`src/rtl/pipelined_adder_pkg.sv`:
```
// Shared types and elaboration helpers for the pipelined adder.
// The stage control record below is width-independent, so it can live here.
// The top module wraps it with its WIDTH-dependent data fields.
// Optional subtract mode is enabled by defining PIPELINED_ADDER_SUB_EN.
package pipelined_adder_pkg;

    // Per-stage control bits carried down the pipeline next to the data.
    typedef struct packed {
        logic valid;  // stage holds a live operation
        logic carry;  // carry out of the slice this stage added
        logic ovf;    // signed overflow; meaningful in the last stage only
        logic sub;    // operation is a subtraction (B inverted, carry-in 1)
    } stage_ctrl_t;

    // A WIDTH/SLICE_W pair is usable only if the slices tile the word exactly.
    function automatic bit cfg_is_valid(input int width, input int slice_w);
        return (width > 0) && (slice_w > 0) && ((width % slice_w) == 0);
    endfunction

endpackage

```
`src/rtl/pipelined_adder_slice.sv`:
```
// Combinational SLICE_W-bit adder with carry-in and carry-out.
// Also exposes the carry into the slice MSB, used for signed overflow.
module pipelined_adder_slice
    import pipelined_adder_pkg::*;
#(
    parameter int SLICE_W = 8
) (
    input  logic [SLICE_W-1:0] a_i,
    input  logic [SLICE_W-1:0] b_i,
    input  logic               carry_i,
    output logic [SLICE_W-1:0] sum_o,
    output logic               carry_o,
    output logic               msb_carry_o
);

    // Slice sum; the MSB carry-in is recovered as a ^ b ^ sum at the MSB.
    always_comb begin
        {carry_o, sum_o} = {1'b0, a_i} + {1'b0, b_i} + {{SLICE_W{1'b0}}, carry_i};
        msb_carry_o      = a_i[SLICE_W-1] ^ b_i[SLICE_W-1] ^ sum_o[SLICE_W-1];
    end

endmodule

```
`src/rtl/pipelined_adder.sv`:
```
// WIDTH-bit adder split into SLICE_W-bit slices, one register stage per slice.
// Each stage adds its own slice using the carry registered by the stage before.
// So the critical path is one slice add, and the latency is STAGES cycles.
// Valid/ready on both sides. The ready chain is combinational, giving 1 op/cycle.
// Define PIPELINED_ADDER_SUB_EN to add the sub_i port, which selects a + ~b + 1.
module pipelined_adder
    import pipelined_adder_pkg::*;
#(
    parameter int WIDTH   = 32,
    parameter int SLICE_W = 8
) (
    input  logic             clk_i,
    input  logic             rst_ni,
    input  logic             valid_i,
    output logic             ready_o,
    input  logic [WIDTH-1:0] a_i,
    input  logic [WIDTH-1:0] b_i,
    input  logic             carry_i,
`ifdef PIPELINED_ADDER_SUB_EN
    input  logic             sub_i,
`endif
    output logic             valid_o,
    input  logic             ready_i,
    output logic [WIDTH-1:0] sum_o,
    output logic             carry_o,
    output logic             overflow_o
);

    localparam int STAGES = WIDTH / SLICE_W;

    if (!cfg_is_valid(WIDTH, SLICE_W)) begin : g_bad_cfg
        $error("pipelined_adder: WIDTH must be a positive multiple of SLICE_W");
    end

    // Full stage record. The sum holds the slices added so far.
    // a and b hold the raw operands; later stages read their upper slices.
    typedef struct packed {
        stage_ctrl_t      ctrl;
        logic [WIDTH-1:0] sum;
        logic [WIDTH-1:0] a;
        logic [WIDTH-1:0] b;
    } stage_t;

    logic [STAGES-1:0] stage_valid;
    logic [STAGES:0]   stage_ready;  // stage_ready[k]: stage k may load this cycle
    logic              sub_in;

`ifdef PIPELINED_ADDER_SUB_EN
    assign sub_in = sub_i;
`else
    assign sub_in = 1'b0;
`endif

    // Stage k can load when it, or some stage downstream of it, has room.
    // Equivalently, when ready_i is high or the tail from k is not full.
    // Written without a self-referencing chain so it stays a clean comb cone.
    always_comb begin
        logic tail_full;
        stage_ready         = '0;
        stage_ready[STAGES] = ready_i;
        for (int k = 0; k < STAGES; k++) begin
            tail_full = 1'b1;
            for (int j = k; j < STAGES; j++) begin
                tail_full = tail_full & stage_valid[j];
            end
            stage_ready[k] = ready_i | ~tail_full;
        end
    end

    for (genvar k = 0; k < STAGES; k++) begin : g_stage
        stage_t             in_s;     // record offered to this stage
        stage_t             stage_d;  // record after this stage's slice add
        stage_t             q;
        logic [SLICE_W-1:0] slice_sum;
        logic               slice_carry;
        logic               msb_carry;

        if (k == 0) begin : g_head
            // Stage 0 is fed from the ports. Subtraction forces a carry-in of 1.
            always_comb begin
                // NOTE: the whole record gets a default first, so every field is driven on every path and no latch is inferred.
                in_s            = '0;
                in_s.ctrl.valid = valid_i;
                in_s.ctrl.sub   = sub_in;
                in_s.ctrl.carry = sub_in | carry_i;
                in_s.a          = a_i;
                in_s.b          = b_i;
            end
        end else begin : g_body
            assign in_s = g_stage[k-1].q;
        end

        pipelined_adder_slice #(
            .SLICE_W (SLICE_W)
        ) u_slice (
            .a_i         (in_s.a[k*SLICE_W +: SLICE_W]),
            .b_i         (in_s.b[k*SLICE_W +: SLICE_W] ^ {SLICE_W{in_s.ctrl.sub}}),
            .carry_i     (in_s.ctrl.carry),
            .sum_o       (slice_sum),
            .carry_o     (slice_carry),
            .msb_carry_o (msb_carry)
        );

        // Merge this slice's result into the record moving down the pipe.
        always_comb begin
            stage_d                         = in_s;
            stage_d.sum[k*SLICE_W +: SLICE_W] = slice_sum;
            stage_d.ctrl.carry              = slice_carry;
            stage_d.ctrl.ovf                = (k == STAGES - 1) ? (msb_carry ^ slice_carry) : 1'b0;
        end

        // Stage register: load a live op, collapse a bubble, or hold when stalled.
        always_ff @(posedge clk_i or negedge rst_ni) begin
            if (!rst_ni) begin
                // NOTE: the data fields are reset along with valid, so the outputs read zero out of reset rather than stale X.
                q <= '0;
            end else if (stage_ready[k]) begin
                // NOTE: non-blocking, so each stage samples its neighbour's value from before this edge.
                if (in_s.ctrl.valid) begin
                    q <= stage_d;
                end else begin
                    q.ctrl.valid <= 1'b0;
                end
            end
        end

        assign stage_valid[k] = q.ctrl.valid;
    end

    assign ready_o    = stage_ready[0];
    assign valid_o    = g_stage[STAGES-1].q.ctrl.valid;
    assign sum_o      = g_stage[STAGES-1].q.sum;
    assign carry_o    = g_stage[STAGES-1].q.ctrl.carry;
    assign overflow_o = g_stage[STAGES-1].q.ctrl.ovf;

endmodule

```
`config.mk`:
```
export PLATFORM = sky130hd
export DESIGN_NAME = pipelined_adder
export DESIGN_NICKNAME = d
export VERILOG_FILES = /design/src/rtl/pipelined_adder_pkg.sv /design/src/rtl/pipelined_adder_slice.sv /design/src/rtl/pipelined_adder.sv
export SDC_FILE = /design/constraint.sdc
export NUM_CORES = 1
export LEC_CHECK = 0
export BUFFER_PORTS_ARGS = -buffer_cell sky130_fd_sc_hd__buf_2
export CAP_MARGIN = 20
export CORE_MARGIN = 10
export CORE_UTILIZATION = 55
export CTS_CLUSTER_DIAMETER = 50
export DETAILED_ROUTE_END_ITERATION = 10
export HOLD_SLACK_MARGIN = 0.1
export PLACE_DENSITY = 0.72
export SLEW_MARGIN = 30
export SYNTH_ARGS = -nofsm -noshare
export SYNTH_HDL_FRONTEND = slang
export SYNTH_SLANG_ARGS = --single-unit
```
`constraint.sdc`:
```
create_clock -name clk_i -period 3.1 [get_ports clk_i]
set_input_delay 0.465 -clock clk_i [delete_from_list [all_inputs] [get_ports clk_i]]
set_output_delay 0.465 -clock clk_i [all_outputs]
set_load 0.05 [all_outputs]
```
### Yosys cells after proc, flatten, opt, wreduce, memory -nomap -nowiden

Index checks and enable logic that the tools add are counted.
Widths: inputs -> output; s select.

| cells by class | value |
|---|---|
| $add $sub $neg | 8 |
| reduce and logical (&&, ||, !) cells | 4 |
| bitwise logic cells | 17 |
| muxes and demuxes | 4 |

Operators by type and width:

| kind | number |
|---|---|
| $add 8x8->9 | 4 |
| $add 9x1->9 | 4 |
| $reduce_and 2->1 | 4 |
| $and 1x1->1 | 6 |
| $mux 1 | 4 |
| $not 1->1 | 4 |
| $or 1x1->1 | 4 |
| $xor 1x1->1 | 3 |

| word-level totals | value |
|---|---|
| bits in registers | 281 |

### Longest topological paths before layout

Gate-level depths: netlist (run 1).

| logic depth | value |
|---|---|
| depth after elaboration | 6 |
| gate-level depth with buffers | 8 |

### By module

Synthesis (run 1) repeated with hierarchy kept, for this count alone.

| unflattened totals | value |
|---|---|
| cells, all modules | 570 |
| area total of the unflattened synthesis | 8411.8 um^2 |

By module, submodules not included:

| module | cells each | area each (um^2) | instances |
|---|---|---|---|
| pipelined_adder | 398 | 6993.0 | 1 |
| pipelined_adder_slice at g_stage[2].u_slice ... | 43 | 364.1 | 2 |
| pipelined_adder_slice at g_stage[0].u_slice ... | 43 | 345.3 | 2 |

### Worst setup path before layout (run 1)

Ideal clock, no wire load.

| timing | value |
|---|---|
| path kind | input -> register |
| from | input a_i[0] |
| to | register g_stage[0].q[98] in the netlist's numbering |
| arrival time | 2.285 ns |
| cell stages on the path | 7 |
| setup time | 0.136 ns |
| path buffers | 0 |
| setup slack | 0.679 ns |
| cells stage by stage | fa_1 -> fa_1 -> a211oi_1 -> o21bai_1 -> a21o_1 -> a2111oi_0 -> nor3b_1 |

| on the way | value |
|---|---|
| longest elaborated chain between the ends | 2 |

RTL lines:

| item | line | source |
|---|---|---|
| start, declared | pipelined_adder.sv:16 | `input logic [WIDTH-1:0] a_i,` |
| $add 8x8->9 | pipelined_adder_slice.sv:18 | `{carry_o, sum_o} = {1'b0, a_i} + {1'b0, b_i} + {{SLICE_W{1'b0}}, carry_i};` |
| $add 9x1->9 | pipelined_adder_slice.sv:18 |  |
| end signal, assigned | pipelined_adder.sv:120 | `q <= stage_d;` |
| end, declared | pipelined_adder.sv:73 | `stage_t q;` |

No other way between the ends.
A chain may end at the register's enable or synchronous reset.

### Worst setup path in the final report (run 1)

| timing | value |
|---|---|
| from | register g_stage[0].q[8] in the netlist's numbering |
| to | register g_stage[1].q[98] in the netlist's numbering |

| on the way | value |
|---|---|
| longest elaborated chain between the ends | 2 |

RTL lines:

| item | line |
|---|---|
| $add 8x8->9 | pipelined_adder_slice.sv:18 |
| $add 9x1->9 | pipelined_adder_slice.sv:18 |
| end signal, assigned | pipelined_adder.sv:120 |
| end, declared | pipelined_adder.sv:73 |

No other way between the ends.

==> results of run 1 <==
-- cell usage after synthesis (all sizes together) --
cell | count | share of area (%)
clkbuf | 4 | 0.19
xor2 | 11 | 1.2
mux2 | 151 | 21
o21ai | 34 | 2.1
o31a | 3 | 0.33
nand4 | 2 | 0.15
nor3b | 1 | 0.093
nand2 | 37 | 1.9
and3 | 2 | 0.15
o21bai | 4 | 0.37
buf | 18 | 1.5
or3 | 2 | 0.15
a2bb2oi | 2 | 0.22
o211ai | 3 | 0.28
nand4b | 1 | 0.11
dfrtp | 185 | 57
a21oi | 15 | 0.93
a21o | 7 | 0.65
a2111oi | 1 | 0.11
o22ai | 1 | 0.077
o21a | 5 | 0.46
nand2b | 5 | 0.39
fa | 8 | 2.0
nand3b | 1 | 0.093
ha | 28 | 4.3
or2 | 3 | 0.23
nor3 | 3 | 0.19
xnor2 | 8 | 0.87
a211oi | 8 | 0.74
o31ai | 6 | 0.62
nor2b | 3 | 0.23
nor2 | 5 | 0.23
o211a | 2 | 0.25
inv | 12 | 0.56
-- metrics by stage --
step | instance area (µm²) | power, mW
2_1_floorplan | 8080 | 6.23
3_5_place_dp | 8810 | 7.10
5_1_grt | 9380 | 9.68
3_3_place_gp | 8810 | 6.93
6_report | 9380 | 9.07
4_1_cts | 9380 | 9.16
-- worst register-to-register path, cell delays in order (launching register included) --
cell and delay, ns:
dfrtp_1 0.40, fa_1 0.47, fa_1 0.43, a21o_1 0.20, a21oi_1 0.27, o21ai_0 0.14
o211a_1 0.17, o31a_1 0.27
-- where the power goes --
part	switching (mW)	leakage [nW]	internal [mW]	total, mW
clock network	0.856	0.281	1.18	2.03
logic	1.97	1.84	1.37	3.34
registers	0.451	2.19	3.24	3.69
total	3.28	4.31	5.79	9.07
-- kinds of logic after synthesis --
kind of cell             share of synthesized area (%)
AO/OA/AOI/OAI                                     7.14
XOR/XNOR                                          2.06
buffers and inverters                             2.24
multiplexers                                      21.0
adder cells (fa/ha/maj)                           6.31
AND/OR/NAND/NOR                                   3.95
flip-flops                                        57.3
-- final cells by class --
class / count / share of cell area [%]
Tap cell: 184 / 2.45
Multi-Input combinational cell: 362 / 35.0
Timing Repair Buffer: 112 / 6.82
Clock buffer: 22 / 5.16
Sequential cell: 185 / 49.3
Inverter: 12 / 0.480
Clock inverter: 9 / 0.774
-- worst min-delay path by stage --
stage | from | slack (ns) | end
5_1_grt | b_i[12] | 0.24 | g_stage[0].q[12]$_DFFE_PN0P_
4_1_cts | b_i[17] | 0.24 | g_stage[0].q[17]$_DFFE_PN0P_
6_report | b_i[17] | 0.25 | g_stage[0].q[17]$_DFFE_PN0P_
3_5_place_dp | g_stage[1].q[78]$_DFFE_PN0P_ | 0.47 | g_stage[1].q[78]$_DFFE_PN0P_
3_3_place_gp | sum_o[28]$_DFFE_PN0P_ | 0.45 | sum_o[28]$_DFFE_PN0P_
2_1_floorplan | rst_ni | 0.17 | carry_o$_DFFE_PN0P_
-- state kept, by name, summed over array words and instances, names as in the netlist --
signal      flops
carry_o         1
g_stage.q     150
overflow_o      1
sum_o          32
valid_o         1
-- layer usage --
layer	vias up	part of all wire (%)	GRT usage, %
met4	0	1.9	6.25
met5	-	0	0
met3	27	4.6	3.96
met2	100	51	26.2
met1	2384	43	18.9
li1	2280	-	-
-- what timing repair did --
item,4_1_cts,5_1_grt
setup buffers,0,0
hold endpoints to repair,66,0
hold buffers,1,0
endpoints found under the setup margin,0,0
==> impl_metrics.csv, run 1 <==
group,metric,value,unit
status,status,"finished, final reports clean",
routing,num_vias,4791,
synth,ys_ff_latch,185,
timing,slew_headroom,39.7,%
final_layout,mostFrequentLayoutCells,"185 x dfrtp_1, 103 x buf_2, 99 x mux2_2",
clock_network,cts_buffers,17,
routing,wl,14.9,mm
clock_network,cts_root_buffer,"clkbuf_16",
grt,grt_start_max_net_pins,70,
worst_setup_path,crit_family,"compound AO/OA/AOI/OAI gates",
place,dp_hpwl,10.6,mm
final_layout,layout-drive-gt1-share,35.2,%
timing,rsz0062_at_grt,"no",
routing,routed_via_density,5.41,
worst_setup_path,cp_max_fo,3,
worst_setup_path,crit_buf_inv,0,
hold_path,min_path_cells,2,
final_layout,area_growth,16.1,%
timing,clock-skew-final,0.00709,ns
timing,tns,0,ns
routing,ant_nets,0,
final_layout,num-fill-cells,1087,
place,place_congestion,0.807,
clock_network,worstSkewPairLatency,0.42,ns
worst_setup_path,crit_path_start_kind,"register",
timing,finalHoldViolations,0,
pwr,ir_worst_vdd,426,µV
grt,grt_use_total,15.7,%
routing,drt_iter0_markers,203,
hold_path,hold_class,"in -> reg",
final_layout,final_core_util,64.8,%
synth,yosysWarnings,0,
synth,syn_inst,581,
clock_network,cts_resized,0,
timing,post-route-period-util,79.2,%
worst_setup_path,r2r_end,"g_stage[1].q[98]$_DFFE_PN0P_",
grt,grt-ovfl-total,0,
floorplan,die_h,141,µm
clock_network,cts.clk_slew.worst_paths,0.06,ns
routing,drt-pass1-iter-count,5,
synth,synthesis.nets,686,
synth,syn_avg_cell_area,13.9,µm²
final_layout,seq_area,4630,µm²
worst_setup_path,path_common_cell,"fa_1",
worst_setup_path,criticalPathCategory,"reg -> reg",
worst_setup_path,worst_setup_path_end_kind,"register",
grt,grt_pass1_vias,5308,
final_layout,stdcell_count,886,
timing,fin_crit,2.46,ns
worst_setup_path,crit_arrival,2.76,ns
floorplan,dieArea,19900,µm²
clock_network,h-tree-depth,4,
timing,worstMarginPinSlew,0.901,ns
place,dp_slack,0.373,ns
floorplan,die_w,141,µm
timing,fmax,407,MHz
place,port_buffers,104,
floorplan,rows,44,
timing,setup_slack,0.643,ns
clock_network,cts_tree,"built",
worst_setup_path,cp.depth,7,
flow_run,max_cap_violations,0,
clock_network,clockBufferDepth,2,
worst_setup_path,crit_end,"g_stage[1].q[98]$_DFFE_PN0P_",
final_layout,finalNetCount,795,
floorplan,core,14500,µm²
pwr,power.density,967,nW/µm²
place,place_inst,854,
pwr,power.leakage,4.31,nW
final_layout,final_common_cell,"dfrtp_1",
floorplan,start_util,55.8,%
final_layout,multi_input_area,3280,µm²
routing,wl_per_cell,16.8,µm
worst_setup_path,rr_worst_depth,7,
clock_network,clkSinkCount,185,
synth,ys_seq_area_share,57.3,%
final_layout,diodes,0,
worst_setup_path,r2r_slack,0.64,ns
grt,antenna_found_initial,0,
worst_setup_path,worst_r2r_startpoint,"g_stage[0].q[8]$_DFFE_PN0P_",
routing,drc,0,
timing,whs,0.249,ns
synth,synth_area,8080,µm²
timing,finalSetupViolCount,0,
synth,netlist-cell-type-count,40,
worst_setup_path,critPathRequiredTime,3.41,ns
worst_setup_path,cpPeakStageDelay,0.47,ns
worst_setup_path,crit_start,"g_stage[0].q[8]$_DFFE_PN0P_",
timing,drv_slew,0,
grt,grt_pass1_wl,25.6,mm
worst_setup_path,worstPathCellList,"fa_1 > fa_1 > a21o_1 > a21oi_1 > o21ai_0 > o211a_1 > o31a_1",
worst_setup_path,critPathSlowestCell,"fa_1",
floorplan,ios,105,
Note: power is estimated with default switching activity, not from simulation.
==> run 2: changes to the inputs <==
--- a/config.mk
+++ b/config.mk
@@ -8,7 +8,7 @@
 export BUFFER_PORTS_ARGS = -buffer_cell sky130_fd_sc_hd__buf_2
 export CAP_MARGIN = 20
 export CORE_MARGIN = 10
-export CORE_UTILIZATION = 55
+export CORE_UTILIZATION = 52
 export CTS_CLUSTER_DIAMETER = 50
 export DETAILED_ROUTE_END_ITERATION = 10
 export HOLD_SLACK_MARGIN = 0.1
==> constraint.sdc (replaced) <==
create_clock -name clk_i -period 2.1 [get_ports clk_i]
set_input_delay 0.315 -clock clk_i [delete_from_list [all_inputs] [get_ports clk_i]]
set_output_delay 0.315 -clock clk_i [all_outputs]
set_load 0.05 [all_outputs]
==> impl_metrics.csv, run 2 (synthesis gave the netlist of run 1 again) <==
group,metric,value,unit
timing,clock-skew-final,0.00649,ns
timing,drv_slew,0,
timing,worstMarginPinSlew,0.490,ns
floorplan,rows,45,
grt,grt_pass1_wl,25.4,mm
hold_path,min_path_cells,2,
final_layout,finalNetCount,843,
clock_network,h-tree-depth,4,
routing,ant_nets,0,
timing,rsz0062_at_grt,"yes",
final_layout,largest_register_ffs,150,
final_layout,seq_area,4630,µm²
worst_setup_path,crit_arrival,2.45,ns
grt,grt_use_total,15.3,%
floorplan,dieArea,20900,µm²
grt,grt_pass1_vias,5337,
routing,wl_per_cell,16.2,µm
grt,antenna_found_initial,1,
final_layout,area_growth,22.9,%
worst_setup_path,worstPathCellList,"fa_2 > fa_2 > a21o_1 > a21oi_2 > buf_4 > o21bai_1 > a211oi_2 > o31ai_1",
final_layout,layout-drive-gt1-share,37.0,%
flow_run,max_cap_violations,0,
floorplan,start_util,53.2,%
worst_setup_path,rr_worst_depth,8,
routing,drt-pass1-iter-count,4,
grt,grt_start_max_net_pins,60,
timing,fin_crit,2.15,ns
worst_setup_path,worst_setup_path_end_kind,"register",
final_layout,top_register,"g_stage.q",
clock_network,clockBufferDepth,2,
worst_setup_path,critPathRequiredTime,2.40,ns
pwr,power,13.9,mW
final_layout,num-fill-cells,1127,
timing,finalHoldViolations,0,
pwr,power.leakage,4.53,nW
worst_setup_path,path_common_cell,"fa_2",
hold_path,hold_class,"in -> reg",
timing,whs,0.109,ns
worst_setup_path,crit_path_start_kind,"register",
clock_network,clkSinkCount,185,
final_layout,multi_input_area,3340,µm²
place,dp_hpwl,10.8,mm
timing,post-route-period-util,102,%
status,status,"finished with violations",
timing,finalSetupViolCount,2,
final_layout,diodes,0,
timing,setup_slack,-0.0452,ns
floorplan,ios,105,
floorplan,core,15200,µm²
worst_setup_path,cp_max_fo,2,
timing,slew_headroom,67.3,%
final_layout,mostFrequentLayoutCells,"185 x dfrtp_1, 103 x buf_2, 99 x mux2_2",
pwr,power.density,1400,nW/µm²
status,failed_checks,"negative setup slack",
place,port_buffers,104,
final_layout,final_common_cell,"dfrtp_1",
worst_setup_path,criticalPathCategory,"reg -> reg",
floorplan,die_w,145,µm
timing,fmax,466,MHz
routing,num_vias,4974,
clock_network,cts.clk_slew.worst_paths,0.06,ns
clock_network,cts_tree,"built",
place,place_congestion,0.807,
floorplan,die_h,145,µm
worst_setup_path,cpPeakStageDelay,0.43,ns
pwr,ir_worst_vdd,747,µV
routing,routed_via_density,5.31,
clock_network,cts_buffers,17,
clock_network,cts_root_buffer,"clkbuf_16",
routing,wl,15.2,mm
clock_network,worstSkewPairLatency,0.42,ns
worst_setup_path,critPathSlowestCell,"fa_2",
routing,drt_iter0_markers,200,
routing,drc,0,
grt,grt-ovfl-total,0,
==> run 2: cell count changes in the layout (fill, tap and decap cells not counted), moves of 4 or more <==
cell and change:
buf_4 +15, fa_1 -8, fa_2 +8, dlygate4sd3_1 +32, clkinv_2 -6, o21ai_0 -4
==> run 2: critical path: cells and delay by family (launching register included) <==
family | cells | cell delay (ns)
buffers and inverters | 1 | 0.14
adder cells (fa/ha/maj) | 2 | 0.81
flip-flops | 1 | 0.40
AO/OA/AOI/OAI | 5 | 0.68
==> run 2: final cells by class <==
cell class                      instances  share of cell area (%)
Inverter                               12                   0.453
Multi-Input combinational cell        362                    33.7
Timing Repair Buffer                  160                    11.0
Tap cell                              188                    2.37
Clock buffer                           23                    4.71
Clock inverter                          7                    1.20
Sequential cell                       185                    46.6
==> run 2: stage by stage <==
| stage | setup TNS [ns] | cell area (µm²) | cells | setup WS, ns | util (%) |
|---|---|---|---|---|---|
| final | -0.0871 | 9930 | 937 | -0.0452 | 65.3 |
| after global placement | -0.378 | 8960 | 871 | -0.209 | 58.9 |
| after global routing | -0.509 | 9930 | 937 | -0.126 | 65.3 |
| after floorplan | -0.0347 | 8110 | 581 | -0.0347 | - |
| after detailed placement | -0.523 | 8960 | 871 | -0.230 | 58.9 |
| after CTS | -0.105 | 9890 | 935 | -0.0610 | 65.0 |
==> run 2: what timing repair did <==
item                                    in CTS  in global routing
pin swaps                                   10                 16
endpoints found under the setup margin       3                  9
resized for setup                            2                 11
hold buffers                                33                  0
hold endpoints to repair                    84                  0
buffers inserted                             1                  2
==> run 2: worst paths after layout <==
kind / from / to / slack, ns
max: g_stage[0].q[8]$_DFFE_PN0P_ / g_stage[1].q[78]$_DFFE_PN0P_ / -0.05
max reg2reg: g_stage[0].q[8]$_DFFE_PN0P_ / g_stage[1].q[78]$_DFFE_PN0P_ / -0.05
min: b_i[24] / g_stage[0].q[24]$_DFFE_PN0P_ / 0.11
min in group asynchronous: rst_ni / g_stage[0].q[21]$_DFFE_PN0P_ / 0.43
max in group asynchronous: rst_ni / g_stage[1].q[69]$_DFFE_PN0P_ / 1.06
min reg2reg: sum_o[31]$_DFFE_PN0P_ / sum_o[31]$_DFFE_PN0P_ / 0.47
==> run 2: layer usage <==
layer  vias up  GRT usage (%)  share of wire, %
li1       2386              -                 -
met1      2471           17.9                42
met3        26           4.01               3.9
met5         -              0             0.086
met2        89           25.8                52
met4         2           6.86               2.3
==> run 2: power by group <==
group          total, mW  internal, mW  switching [mW]
Clock               3.18          1.92            1.26
Combinational       5.24          2.24            3.00
Sequential          5.45          4.79           0.663
Total               13.9          8.95            4.92
==> run 3: changes to the inputs <==
--- a/config.mk
+++ b/config.mk
@@ -5,6 +5,7 @@
 export SDC_FILE = /design/constraint.sdc
 export NUM_CORES = 1
 export LEC_CHECK = 0
+export ABC_CLOCK_PERIOD_IN_PS = 2100
 export BUFFER_PORTS_ARGS = -buffer_cell sky130_fd_sc_hd__buf_2
 export CAP_MARGIN = 20
 export CORE_MARGIN = 10
@@ -16,4 +17,5 @@
 export SLEW_MARGIN = 30
 export SYNTH_ARGS = -nofsm -noshare
 export SYNTH_HDL_FRONTEND = slang
+export SYNTH_HIERARCHICAL = 1
 export SYNTH_SLANG_ARGS = --single-unit
==> impl_metrics.csv, run 3 <==
group,metric,value,unit
worst_setup_path,crit_arrival,2.44,ns
place,port_buffers,104,
routing,wl,15.9,mm
worst_setup_path,worst_setup_path_end_kind,"register",
pwr,clock_power_share,21.7,%
worst_setup_path,cpPeakStageDelay,0.42,ns
status,failed_checks,"negative setup slack",
routing,ant_nets,0,
pwr,combPwrFrac,40.3,%
worst_setup_path,rr_worst_depth,8,
routing,num_vias,4919,
clock_network,clkSinkCount,185,
floorplan,dieArea,21600,µm²
clock_network,worstSkewPairLatency,0.42,ns
timing,drv_slew,0,
grt,grt_start_max_net_pins,50,
final_layout,top_register,"g_stage.q",
routing,routed_via_density,5.36,
worst_setup_path,critPathRequiredTime,2.41,ns
worst_setup_path,r2r_end,"sum_o[28]$_DFFE_PN0P_",
final_layout,final_common_cell,"dfrtp_1",
worst_setup_path,criticalPathCategory,"reg -> reg",
worst_setup_path,critPathSlowestCell,"fa_2",
worst_setup_path,cp_max_fo,2,
pwr,netSwitchingPower,5.24,mW
final_layout,largest_register_ffs,150,
timing,fin_crit,2.13,ns
place,place_congestion,0.774,
final_layout,mostFrequentLayoutCells,"185 x dfrtp_1, 150 x mux2_2, 103 x buf_2",
final_layout,layout-drive-gt1-share,51.9,%
flow_run,max_cap_violations,0,
place,place_inst,881,
pwr,swShare,35.9,%
hold_path,worst_hold_startpoint,"b_i[11]",
status,status,"finished with violations",
routing,drc,0,
grt,antenna_found_initial,1,
floorplan,die_h,147,µm
worst_setup_path,worstPathCellList,"fa_2 > fa_2 > a21oi_2 > buf_4 > buf_4 > o21bai_1 > xor2_1 > mux2_2",
synth,synthesis.nets,669,
worst_setup_path,worst_r2r_startpoint,"g_stage[2].q[98]$_DFFE_PN0P_",
timing,finalHoldViolations,0,
hold_path,hold_end,"g_stage[0].q[11]$_DFFE_PN0P_",
worst_setup_path,r2r_slack,-0.03,ns
pwr,p_int,9.35,mW
timing,setup_slack,-0.0331,ns
place,dp_hpwl,11.6,mm
final_layout,area_growth,18.9,%
synth,syn_avg_cell_area,14.8,µm²
clock_network,cts_root_buffer,"clkbuf_16",
pwr,power.leakage,4.49,nW
final_layout,diodes,0,
clock_network,cts.clk_slew.worst_paths,0.07,ns
final_layout,final_core_util,62.9,%
final_layout,stdcell_count,918,
timing,fmax,469,MHz
pwr,seq_power_share,38.0,%
floorplan,core,15800,µm²
pwr,power.density,1470,nW/µm²
floorplan,ios,105,
synth,syn_inst,564,
floorplan,start_util,52.9,%
timing,post-route-period-util,102,%
place,postPlaceCellArea,9280,µm²
clock_network,h-tree-depth,4,
hold_path,hold_class,"in -> reg",
pwr,ir_worst_vdd,686,µV
hold_path,min_path_cells,2,
clock_network,clockBufferDepth,2,
grt,grt_pass1_wl,27.1,mm
clock_network,cts_tree,"built",
routing,drt_iter0_markers,141,
floorplan,rows,46,
timing,worstMarginPinSlew,0.491,ns
clock_network,cts_buffers,17,
final_layout,final_area,9950,µm²
routing,drt-pass1-iter-count,4,
final_layout,finalNetCount,795,
worst_setup_path,crit_path_start_kind,"register",
timing,clock-skew-final,0.00531,ns
timing,slew_headroom,67.3,%
synth,yosysWarnings,6,
grt,grt-ovfl-total,0,
timing,finalSetupViolCount,2,
grt,grt_pass1_vias,5441,
timing,rsz0062_at_grt,"yes",
floorplan,die_w,147,µm
grt,grt_use_total,15.5,%
routing,wl_per_cell,17.3,µm
synth,synth_area,8370,µm²
run 3: layer usage:
metal,wire length (µm),GRT usage [%],vias up
li1,-,-,2305
met1,7020,19.0,2501
met5,8,0,-
met3,556,3.72,25
met4,291,5.81,2
met2,8050,26.1,86
run 3: worst max-delay path by stage:
stage | end | slack, ns | cells after the start | from
after detailed placement | g_stage[0].q[98]$_DFFE_PN0P_ | -0.09 | 7 | a_i[0]
after global routing | overflow_o$_DFFE_PN0P_ | -0.11 | 7 | g_stage[2].q[98]$_DFFE_PN0P_
after CTS | overflow_o$_DFFE_PN0P_ | -0.03 | 7 | g_stage[2].q[24]$_DFFE_PN0P_
final | sum_o[28]$_DFFE_PN0P_ | -0.03 | 8 | g_stage[2].q[98]$_DFFE_PN0P_
after global placement | g_stage[0].q[98]$_DFFE_PN0P_ | -0.06 | 7 | a_i[0]
after floorplan | overflow_o$_DFFE_PN0P_ | 0.04 | 7 | g_stage[2].q[56]$_DFFE_PN0P_
run 3: stage by stage:
| step | setup TNS (ns) | setup WS, ns | total power, mW | hold slack [ns] |
|---|---|---|---|---|
| floorplan | 0 | 0.0374 | 9.86 | 0.0194 |
| global placement | -0.123 | -0.0574 | 11.1 | 0.294 |
| detailed placement | -0.480 | -0.0910 | 11.4 | 0.302 |
| CTS | -0.0290 | -0.0290 | 14.7 | 0.101 |
| global route | -0.285 | -0.115 | 15.5 | 0.106 |
| finish | -0.0660 | -0.0331 | 14.6 | 0.117 |
run 3: cell type report:
cell class	instances	area, µm²
fillers	1170	5870
flip-flops and latches	185	4630
multi-input cells	345	3610
repair buffers	125	792
clock buffers	21	470
well taps	216	270
clock inverters	10	119
inverters	16	60.1
run 3: power by group through the flow:
stage / clock (mW) / sequential, mW / combinational (mW)
2_1_floorplan: 0 / 6.57 / 3.29
3_3_place_gp: 0 / 5.54 / 5.55
3_5_place_dp: 0 / 5.62 / 5.76
4_1_cts: 3.24 / 5.56 / 5.92
5_1_grt: 3.38 / 5.70 / 6.42
6_report: 3.16 / 5.54 / 5.88
run 3: timing repair:
item	CTS	global route
gates resized for setup	6	3
pin swaps	6	5
hold endpoints to repair	47	0
hold buffers	3	0
buffers inserted	2	1
setup endpoints to repair	7	11
run 3: worst max-delay path: cells and delay by family, from the launching register on:
family	cells	cell delay [ns]
xor+xnor	1	0.15
compound gates	2	0.23
buf+inv	2	0.21
fa+ha+maj	2	0.78
flops	1	0.41
mux	1	0.26
